## config.mk

```make
export PLATFORM = sky130hd
export DESIGN_NAME = mux_scan
export DESIGN_NICKNAME = d
export VERILOG_FILES = /design/src/rtl/mux_scan.sv
export SDC_FILE = /design/constraint.sdc
export NUM_CORES = 1
export LEC_CHECK = 0
export CORE_AREA = 2 2 61 63
export DETAILED_ROUTE_END_ITERATION = 6
export DIE_AREA = 0 0 63 65
export DONT_BUFFER_PORTS = 1
export PLACE_DENSITY = 0.7
export SYNTH_ARGS = -nofsm -noshare
export SYNTH_HDL_FRONTEND = slang
export SYNTH_SLANG_ARGS = --single-unit
```

## constraint.sdc

```tcl
create_clock -name clock -period 1.8 [get_ports clock]
set_input_delay 0.27 -clock clock [delete_from_list [all_inputs] [get_ports clock]]
set_output_delay 0.27 -clock clock [all_outputs]
set_load 0.1 [all_outputs]
```

## src/rtl/mux_scan.sv

```systemverilog
// Scanning channel multiplexer: registers one channel of a flattened input bus per clock,
// with a channel pointer that can be loaded directly or advanced automatically.
module mux_scan #(
    parameter int unsigned WIDTH    = 16,
    parameter int unsigned CHANNELS = 8,
    parameter int unsigned SEL_W    = $clog2(CHANNELS)
) (
    input  logic                      clock,
    input  logic                      reset_n,
    input  logic [CHANNELS*WIDTH-1:0] in,
    input  logic [SEL_W-1:0]          sel,
    input  logic                      load_sel,
    input  logic                      mode,
    input  logic                      hold,
    output logic [WIDTH-1:0]          out,
    output logic [SEL_W-1:0]          out_ch,
    output logic                      out_valid,
    output logic                      sel_err
);

    logic [WIDTH-1:0] ch_data [CHANNELS];
    logic [SEL_W-1:0] ptr_q;
    logic [SEL_W-1:0] ptr_d;
    logic             sel_ok;
    logic             ptr_last;

    for (genvar k = 0; k < CHANNELS; k++) begin : g_unpack
        assign ch_data[k] = in[k*WIDTH +: WIDTH];
    end

    assign sel_ok   = 32'(sel) < CHANNELS;
    assign ptr_last = (ptr_q == SEL_W'(CHANNELS - 1));

    // Explicit wrap keeps the pointer inside range for non-power-of-two channel counts.
    always_comb begin
        ptr_d = ptr_q;
        if (load_sel) begin
            if (sel_ok) begin
                ptr_d = sel;
            end
        end else if (mode) begin
            ptr_d = ptr_last ? '0 : ptr_q + SEL_W'(1);
        end
    end

    always_ff @(posedge clock or negedge reset_n) begin
        if (!reset_n) begin
            ptr_q     <= '0;
            out       <= '0;
            out_ch    <= '0;
            out_valid <= 1'b0;
            sel_err   <= 1'b0;
        end else if (hold) begin
            sel_err <= 1'b0;
        end else begin
            out       <= ch_data[ptr_q];
            out_ch    <= ptr_q;
            out_valid <= 1'b1;
            ptr_q     <= ptr_d;
            sel_err   <= load_sel && !sel_ok;
        end
    end

endmodule

```

Word level (Yosys, flattened, before mapping)
Cells that the tools add are included.
{ "totals": {"regBits": 23, "inputBits": 136, "output_inout_bits": 21, "word_cells": 17} }
{ "classes": {"add_sub_neg": 1, "magnitude_cmp": 1, "n_eq_ne": 1, "muxes": 6, "n_bitwise": 2, "reduce_logical": 2} }
{ "op_table": {"columns": ["op", "count"], "rows": [
  ["$bmux 16 s3", 1],
  ["$mux 16", 2],
  ["$mux 3", 3],
  ["$ge 4x4->1 const B", 1],
  ["$not 3->4", 1],
  ["$add 3x1->3 const B", 1],
  ["$eq 3x3->1 const B", 1],
  ["$reduce_and 2->1", 1],
  ["$reduce_bool 2->1", 1],
  ["$not 1->1", 1]
]} }

Depth between registers and ports, before layout
Gate-level depths: netlist of run 1.
{ "logic_depth": {"ltp_word": 4, "depth_mapped": 6, "ltp_nobuf": 5} }

Least setup slack after synthesis of run 1
OpenSTA, ideal clock, no wires.
{ "synth_path": {"path_type": "reg2reg", "startpoint": "register ptr_q[0]", "endpoint": "register out[10]", "setup_time_ns": 0.126, "arrival_time_ns": 1.408, "path_slack_ns": 0.266, "path_stages_with_launch": 5, "n_path_buf": 2, "cell_sequence": "dfrtp_1 -> buf_6 -> buf_12 -> mux4_2 -> a221o_1"} }
{ "synth_via": {"elab_chain_len": 4} }
{ "synth_rtl": {"columns": ["item", "line", "source"], "rows": [
  ["start, declared", "22", "logic [SEL_W-1:0] ptr_q;"],
  ["start signal, assigned", "59", "ptr_q <= ptr_d;"],
  ["$not 3->4 (not written as such)", "56", "out <= ch_data[ptr_q];"],
  ["$bmux 16 s3", "56", null],
  ["$mux 16 (not written as such) (2 in a row)", "56", null],
  ["end signal, assigned", "56", null],
  ["end, declared", "15", "output logic [WIDTH-1:0] out,"]
]} }
No other way between the ends. The select of a mux whose other input is x is not followed.
A chain may end at the register's enable or synchronous reset.

Worst setup path in the final report of run 1
{ "layout_path": {"startpoint": "register ptr_q[0]", "endpoint": "register out[13]"} }
Same word-level chain as after synthesis.

==> out/results.tsv, run 1 <==
metric	value	unit
status	finished, final reports clean	
P_sw	0.00140	W
vias per std cell	6.86	
register area	577	um^2
Hold Vio Cnt, Final	0	
ANT nets after route	0	
Worst Hold Class	input port to register	
clock-pin slew on the worst setup and hold paths	0.13	ns
clk_skew	0.00104	ns
Longest Clk Path Bufs	2	
row count	22	
die area	0.00410	mm^2
H-Tree Depth	1	
initial antenna violation count	0	
Detailed Routing Iterations Pass 1	4	
Leakage	0.865	nW
pin count of the biggest net entering global routing	32	
Async SR Flop Fraction	1.00	
share of cells above drive strength 1	0.291	
Setup crit end	out[13]$_DFFE_PN0N_	
fill cell total of the finished layout	285	
worst-margin pin slew	1.09	ns
clk_lat worst skew	0.30	ns
logic gate share of total power	0.635	
DRT iter0 DRCs	102	
CTS buffer count	3	
Critical Path End Type	register	
Antenna Cells	0	
sequential-to-total area share from yosys stat	0.314	
Overflow after GRT	0	
total track usage	0.253	
yosys warns	0	
distinct cell type count after synthesis	30	
Syn Area/Cell	12.4	um^2
clock sink count	23	
Hold Path Origin	hold	
Layout Area Growth over Synthesis	12.0	%
ys flop type	dfrtp_1	
Core Footprint	0.00350	mm^2
Worst Setup SP	ptr_q[0]$_DFFE_PN0P_	
Initial Util	0.524	
Slew Viols, Final	0	
Root Buffer	clkbuf_4	
MaxCap Viol Count	0	
CTS tree	built	
Peak VDD IR	720	uV
Core Util, Final	0.587	
Multi-input gate area	0.00113	mm^2
io pins	157	
Final period util	0.921	
kind of critical path	register to register	
Synth Cell Area	0.00183	mm^2
Peak Freq	603	MHz
via count	1461	
most common cell after layout, fill and taps aside	mux2i_1	
FF-to-FF path depth	3	
Fin Setup TNS	0	ns
EDFF count, synth	0	
min Tclk post-route	1.66	ns
Slew headroom	0.273	
die height	65	um
Pint	0.00122	W
first-pass GRT wire length	7960	um
post-synthesis register bit count	23	
Die Width	63	um
I/O Buffers	0	
most frequent cells in the layout	mux2i_1, buf_4, dfrtp_1, o22ai_1, a221o_1	
WL per Instance	24.7	um
Final #Nets	304	
post-DP HPWL	4170	um
Clk pwr share	0.092	
pwr dens	1280	mW/mm^2
FF-to-FF End	out[13]$_DFFE_PN0N_	
RSZ-0062 raised after global routing	no	
number of remaining DRC errors	0	
Reg power frac	0.273	
Startpoint Class	register	
vias in the first global route	1566	
GPL Wtd Cong	0.735	
critical path required time	2.00	ns
Syn Inst Count	148	
syn_nets	286	
crit path DAT	1.86	ns
WL final	5260	um
CP Max Fanout	31	
Reg-to-Reg Start	ptr_q[0]$_DFFE_PN0P_	
r2r setup slk	0.14	ns
Final setup viols	0	
sw frac	0.534	
[stage by stage]
| step | std cells | worst slack [ns] | hold slack (ns) | area [um^2] | power (W) |
|---|---|---|---|---|---|
| after floorplan | 148 | 0.266 | -0.0256 | 1830 | 0.00208 |
| after global placement | 208 | 0.180 | -0.0250 | 2010 | 0.00235 |
| after detailed placement | 208 | 0.0663 | -0.0250 | 2010 | 0.00238 |
| after CTS | 213 | 0.0451 | 0.00595 | 2050 | 0.00264 |
| after global routing | 213 | 0.0474 | 0.0137 | 2050 | 0.00274 |
| final | 213 | 0.142 | 0.0263 | 2050 | 0.00263 |
[cell type report]
cell class                 count  area share
clock buffer                   4      0.0128
timing repair buffer          29       0.120
inverter                       2     0.00366
tap                           48      0.0293
sequential                    23       0.281
multi-input combinational    107       0.553
[worst min-delay path by stage]
| stage | end | slack [ns] | cells after the start |
|---|---|---|---|
| 6_report | out_valid$_DFFE_PN0N_ | 0.03 | 1 |
| 5_1_grt | out_valid$_DFFE_PN0N_ | 0.01 | 1 |
| 4_1_cts | out_valid$_DFFE_PN0N_ | 0.006 | 1 |
| 3_5_place_dp | out_valid$_DFFE_PN0N_ | -0.03 | 0 |
| 3_3_place_gp | out_valid$_DFFE_PN0N_ | -0.02 | 0 |
| 2_1_floorplan | out[0]$_DFFE_PN0N_ | -0.03 | 0 |
[power by group through the flow]
stage	combinational (W)	sequential (W)	clock, W
6_report	0.00167	0.000717	0.000241
5_1_grt	0.00173	0.000733	0.000274
4_1_cts	0.00167	0.000716	0.000255
3_5_place_dp	0.00166	0.000724	0
3_3_place_gp	0.00162	0.000722	0
2_1_floorplan	0.000546	0.00154	0
[cells by family (layout without fill, tap and decap cells)]
logic type      after synthesis  after routing  synth area share
mux                          50             50             0.394
simple gates                 16             16            0.0506
compound gates               38             38             0.160
other cells                   1              1           0.00205
buf+inv                      18             35            0.0656
flops                        23             23             0.314
fa+ha+maj                     2              2            0.0137
[Yosys cell counts (2+ instances only)]
library cell	instances	area share
a31oi_1	2	0.0068
mux4_1	4	0.057
ha_1	2	0.014
mux4_2	12	0.15
buf_2	5	0.014
mux2i_1	30	0.16
nand2b_1	2	0.0068
nand3_1	2	0.0055
nand3b_1	2	0.0082
clkbuf_1	4	0.0082
inv_1	2	0.0041
o21ai_0	3	0.0082
buf_6	2	0.012
a221o_1	15	0.082
mux2_2	4	0.025
dfrtp_1	23	0.31
buf_4	4	0.016
nand2_1	4	0.0082
o22ai_1	15	0.051
[critical path, cell delays in order, from the launching register on]
cell     delay, ns
dfrtp_2       0.44
buf_12        0.24
mux4_2        0.53
a221o_1       0.34
[per-layer routing]
metal / up-vias / share of wire / track usage
li1: 644 / - / -
met1: 706 / 0.38 / 0.294
met2: 103 / 0.52 / 0.457
met3: 8 / 0.086 / 0.0590
met4: 0 / 0.017 / 0.0861
met5: - / 0 / 0
[flip-flops by register name, summed over array words and instances, names as in the netlist]
signal and cells:
ptr_q 3, out 16, out_ch 3, out_valid 1
[what timing repair did]
action                                 in CTS  in global routing
setup endpoints to repair                   0                  1
setup buffers                               0                  0
resized for setup                           0                  1
endpoints found under the hold margin      23                  0
hold buffers                                1                  0
Power figures use the tool's default switching activity.
==> run 2: changes to the inputs <==
PLACE_DENSITY = 0.79   (was 0.7)
RECOVER_POWER = 25   (was unset)
==> run 2 against run 1 <==
Non-clock buffer count fell by 1. Clock skew rose by 0.0014 ns. Power fell by 1.4%. Sequential share of layout area rose by 0.26 points. Routed wire length rose by 3.6%. Clock-buffer cell count fell by 1. Sequential power rose by 0.7%. Critical endpoint is now ptr_q[1]$_DFFE_PN0P_.
==> out/results.tsv, run 2 (same netlist as run 1, synthesis figures left out) <==
metric	value	unit	change
Core Util, Final	0.581		-0.00537
Leakage	0.862	nW	-0.39%
Layout Area Growth over Synthesis	11.0	%	
most common cell after layout, fill and taps aside	mux2i_1		
Max stage delay on crit path	0.46	ns	-0.07 ns
Finished Cell Area	0.00203	mm^2	-0.92%
WL per Instance	25.7	um	+4.1%
WL final	5450	um	+3.6%
M1 WL	1800	um	-9.0%
cell mode on critical path	ha_1		
Initial Util	0.524		unchanged
initial antenna violation count	0		unchanged
cell-by-cell listing of the critical path	buf_12, ha_1, ha_1, nand2b_1, a31oi_1, a2bb2oi_1		
vias per std cell	7.00		+2.1%
via count	1484		+1.6%
CP Max Fanout	23		-26%
Core Footprint	0.00350	mm^2	unchanged
clock-pin slew on the worst setup and hold paths	0.13	ns	about the same
number of remaining DRC errors	0		unchanged
Peak Freq	597	MHz	-0.92%
kind of critical path	register to register		
DR top layer	met4		
clk_lat worst skew	0.31	ns	about the same
max reg flops	16		unchanged
Fin Setup TNS	0	ns	unchanged
first-pass GRT wire length	8310	um	+4.5%
Overflow after GRT	0		unchanged
Antenna Cells	0		unchanged
row count	22		unchanged
pin count of the biggest net entering global routing	30		-6.3%
Slew Viols, Final	0		unchanged
io pins	157		unchanged
worst-path cell with the longest stage delay	dfrtp_2		
Root Buffer	clkbuf_4		
worst path bufs/invs	1		unchanged
# Post-CTS Setup Buffers	0		unchanged
die height	65	um	unchanged
Detailed Routing Iterations Pass 1	4		unchanged
most flop-heavy register	out		
wire length on met2	3040	um	+11%
vias in the first global route	1646		+5.1%
critical path required time	2.04	ns	+0.04 ns
CTS buffer count	3		unchanged
crit path DAT	1.92	ns	+0.06 ns
pwr dens	1270	mW/mm^2	-0.51%
total track usage	0.269		+0.0160
Final setup viols	0		unchanged
Hold Vio Cnt, Final	0		unchanged
MaxCap Viol Count	0		unchanged
Final #Nets	303		-0.33%
most frequent cells in the layout	mux2i_1, dfrtp_1, o22ai_1, a221o_1, buf_4		
Worst Hold Class	input port to register		
clock sink count	23		unchanged
clk_skew	0.00246	ns	+0.00142 ns
DRT iter0 DRCs	66		-35%
fill cell total of the finished layout	318		+12%
Longest Clk Path Bufs	2		unchanged
Critical Path End Type	register		
Die Width	63	um	unchanged
worst-margin pin slew	1.08	ns	-0.00581 ns
H-Tree Depth	1		unchanged
GPL Wtd Cong	0.771		+5.0%
Post-DP Area	0.00201	mm^2	-0.37%
share of cells above drive strength 1	0.299		+0.00787
min Tclk post-route	1.67	ns	+0.0154 ns
status	finished, final reports clean		
Final period util	0.930		+0.00854
biggest regs	out x16, out_ch x3, ptr_q x3		
die area	0.00410	mm^2	unchanged
ANT nets after route	0		unchanged
family with the most delay on the worst path	flip-flops		
CTS tree	built		
RSZ-0062 raised after global routing	no		
Peak VDD IR	523	uV	-27%
met3 wire len	512	um	+13%
Slew headroom	0.277		+0.00389
post-DP HPWL	4360	um	+4.6%
I/O Buffers	0		unchanged
Startpoint Class	register		
==> run 2: changes by cell type in the layout (fill, tap and decap cells not counted) <==
cell,change
clkinv_2,+1
clkbuf_2,+11
nor4b_1,-1
clkbuf_1,-1
nor4b_4,+1
buf_4,-12
==> run 2: power breakdown <==
group,total (W),leakage [nW],internal [W],switching [W]
Clock,0.000241,0.0177,0.0000830,0.000158
Combinational,0.00163,0.568,0.000458,0.00117
Sequential,0.000722,0.276,0.000638,0.0000838
Total,0.00259,0.862,0.00118,0.00141
==> run 2: layer usage <==
layer  global-route usage  vias up
li1                     -      641
met1                0.275      713
met2                0.525      120
met3               0.0608       10
met4                0.106        0
met5                    0        -
==> run 2: timing repair <==
item,in CTS,in global routing
hold buffers,1,0
resized for setup,0,3
setup endpoints to repair,0,1
endpoints found under the hold margin,23,0
==> run 2: worst reg2reg max path: cells and delay by family, from the launching register on <==
| family | cells | cell delay, ns |
|---|---|---|
| DFF | 1 | 0.46 |
| adders and majority gates | 2 | 0.45 |
| AOI/OAI and AO/OA | 2 | 0.36 |
| buffers and inverters | 1 | 0.18 |
| and+or+nand+nor | 1 | 0.16 |
==> run 2: final cells by class <==
class,instances,area (um^2),area share
tap,48,60.1,0.0296
multi-input combinational,107,1150,0.566
sequential,23,577,0.284
timing repair buffer,28,210,0.103
clock buffer,3,22.5,0.0111
inverter,2,7.51,0.00369
clock inverter,1,5.00,0.00246
==> run 2: path summary, 6_finish.rpt <==
path / from / to / slack, ns / cells past startpoint
setup / recovery: ptr_q[0]$_DFFE_PN0P_ / ptr_q[1]$_DFFE_PN0P_ / 0.13 / 6
hold / removal: hold / out_valid$_DFFE_PN0N_ / 0.03 / 1
setup reg to reg: ptr_q[0]$_DFFE_PN0P_ / ptr_q[1]$_DFFE_PN0P_ / 0.13 / 6
hold reg to reg: out[0]$_DFFE_PN0N_ / out[0]$_DFFE_PN0N_ / 0.53 / 2
max in group asynchronous: reset_n / ptr_q[0]$_DFFE_PN0P_ / 0.49 / 1
min in group asynchronous: reset_n / out[2]$_DFFE_PN0N_ / 0.59 / 1
==> run 2: through the flow <==
step           instances  hold WS, ns  power (W)  setup slack (ns)
6_report             212       0.0254    0.00259             0.126
5_1_grt              212      0.00215    0.00271            0.0502
4_1_cts              212       0.0126    0.00264           0.00875
3_5_place_dp         207      -0.0250    0.00238            0.0412
3_3_place_gp         207      -0.0251    0.00234             0.203
2_1_floorplan        148      -0.0256    0.00208             0.266
==> run 3: changes to the inputs <==
RECOVER_POWER = unset   (was 25)
==> run 3 against run 2 <==
Design area rose by 1.4%. Utilization rose by 0.79 points. Worst hold slack got worse by 0.0011 ns.
==> out/results.tsv, run 3 (same netlist as run 1, synthesis figures left out) <==
metric	value	unit	change
share of cells above drive strength 1	0.299		unchanged
Peak Freq	594	MHz	-0.53%
family with the most delay on the worst path	simple AND/OR/NAND/NOR gates		
RSZ-0062 raised after global routing	no		
CTS buffer count	3		unchanged
first-pass GRT wire length	8310	um	unchanged
Root Buffer	clkbuf_4		
FF-to-FF path depth	3		-3
Critical Path End Type	register		
Final period util	0.935		+0.00498
initial antenna violation count	0		unchanged
worst-margin pin slew	1.08	ns	-0.000426 ns
status	finished, final reports clean		
Slew Viols, Final	0		unchanged
total track usage	0.269		unchanged
pin count of the biggest net entering global routing	30		unchanged
hold depth	1		unchanged
Leakage	0.869	nW	+0.88%
cell-by-cell listing of the critical path	or3b_1, o22ai_1, a221o_1		
Initial Util	0.524		unchanged
worst path bufs/invs	0		-1
Layout Area Growth over Synthesis	12.5	%	
critical path required time	2.01	ns	-0.03 ns
r2r setup slk	0.12	ns	about the same
Core Footprint	0.00350	mm^2	unchanged
vias in the first global route	1646		unchanged
MaxCap Viol Count	0		unchanged
clock sink count	23		unchanged
die area	0.00410	mm^2	unchanged
vias per std cell	6.99		-0.13%
row count	22		unchanged
Startpoint Class	register		
pwr dens	1280	mW/mm^2	+0.32%
io pins	157		unchanged
Slew headroom	0.277		+0.000285
die height	65	um	unchanged
ANT nets after route	0		unchanged
clk_skew	0.00241	ns	-0.0000518 ns
Antenna Cells	0		unchanged
Max stage delay on crit path	0.60	ns	+0.14 ns
most flop-heavy register	out		
Critical Path Stages	3		-3
WL final	5470	um	+0.29%
Peak VDD IR	540	uV	+3.2%
Overflow after GRT	0		unchanged
most frequent cells in the layout	mux2i_1, buf_4, dfrtp_1, o22ai_1, a221o_1		
min Tclk post-route	1.68	ns	+0.00897 ns
Final setup viols	0		unchanged
kind of critical path	register to register		
H-Tree Depth	1		unchanged
Hold Vio Cnt, Final	0		unchanged
crit path DAT	1.89	ns	-0.03 ns
number of remaining DRC errors	0		unchanged
biggest regs	out x16, out_ch x3, ptr_q x3		
CP Max Fanout	15		-35%
CTS tree	built		
GPL Wtd Cong	0.771		unchanged
clk_lat worst skew	0.31	ns	about the same
Final #Nets	303		unchanged
Die Width	63	um	unchanged
worst-path cell with the longest stage delay	or3b_1		
Detailed Routing Iterations Pass 1	4		unchanged
Longest Clk Path Bufs	2		unchanged
via count	1482		-0.13%
Worst Hold Class	input port to register		
clock-pin slew on the worst setup and hold paths	0.13	ns	about the same
WL per Instance	25.8	um	+0.29%
post-DP HPWL	4360	um	unchanged
fill cell total of the finished layout	311		-2.2%
DRT iter0 DRCs	65		-1.5%
I/O Buffers	0		unchanged
# Post-CTS Setup Buffers	0		unchanged
max reg flops	16		unchanged
Fin Setup TNS	0	ns	unchanged
most common cell after layout, fill and taps aside	mux2i_1		
final hold slack	0.0243	ns	-0.00107 ns
[run 3: cell types whose count changed in the layout (fill, tap and decap cells not counted)]
cell      change
buf_4        +11
clkbuf_2     -11
[run 3: path summary, 6_finish.rpt]
kind / start / end
max in group asynchronous: reset_n / ptr_q[0]$_DFFE_PN0P_
worst min register to register: out[0]$_DFFE_PN0N_ / out[0]$_DFFE_PN0N_
worst max-delay path: ptr_q[2]$_DFFE_PN0P_ / out[14]$_DFFE_PN0N_
worst max register to register: ptr_q[2]$_DFFE_PN0P_ / out[14]$_DFFE_PN0N_
min in group asynchronous: reset_n / out[2]$_DFFE_PN0N_
worst min-delay path: hold / out_valid$_DFFE_PN0N_
[run 3: final cells by class]
cell class                 instances  area [um^2]  area share
timing repair buffer              28          238       0.115
multi-input combinational        107         1150       0.558
clock inverter                     1         5.00     0.00243
inverter                           2         7.51     0.00365
sequential                        23          577       0.280
tap                               48         60.1      0.0292
clock buffer                       3         22.5      0.0109
[run 3: what timing repair did]
action | CTS | global route
hold buffers | 1 | 0
gates resized for setup | 0 | 3
endpoints found under the hold margin | 23 | 0
setup endpoints to repair | 0 | 1
[run 3: metrics by stage]
stage | worst slack (ns) | util | total power (W) | cells | area [um^2]
final | 0.117 | 0.589 | 0.00263 | 212 | 2060
after global routing | 0.0502 | 0.589 | 0.00275 | 212 | 2060
after CTS | 0.00875 | 0.585 | 0.00264 | 212 | 2040
after detailed placement | 0.0412 | 0.574 | 0.00238 | 207 | 2010
after global placement | 0.203 | 0.574 | 0.00234 | 207 | 2010
after floorplan | 0.266 | - | 0.00208 | 148 | 1830
[run 3: routing by layer]
layer,global-route usage,vias to the layer above,wire [um]
met3,0.0608,10,456
li1,-,643,-
met2,0.525,110,3050
met5,0,-,0
met4,0.106,0,97
met1,0.275,719,1860
[run 3: worst reg2reg max path, cell delays in order, from the launching register on]
cell and delay [ns]:
dfrtp_1 0.48, or3b_1 0.60, o22ai_1 0.20, a221o_1 0.30
[run 3: power by group]
group          internal, W  switching (W)
logic             0.000499        0.00117
registers         0.000638      0.0000848
clock network    0.0000830       0.000160
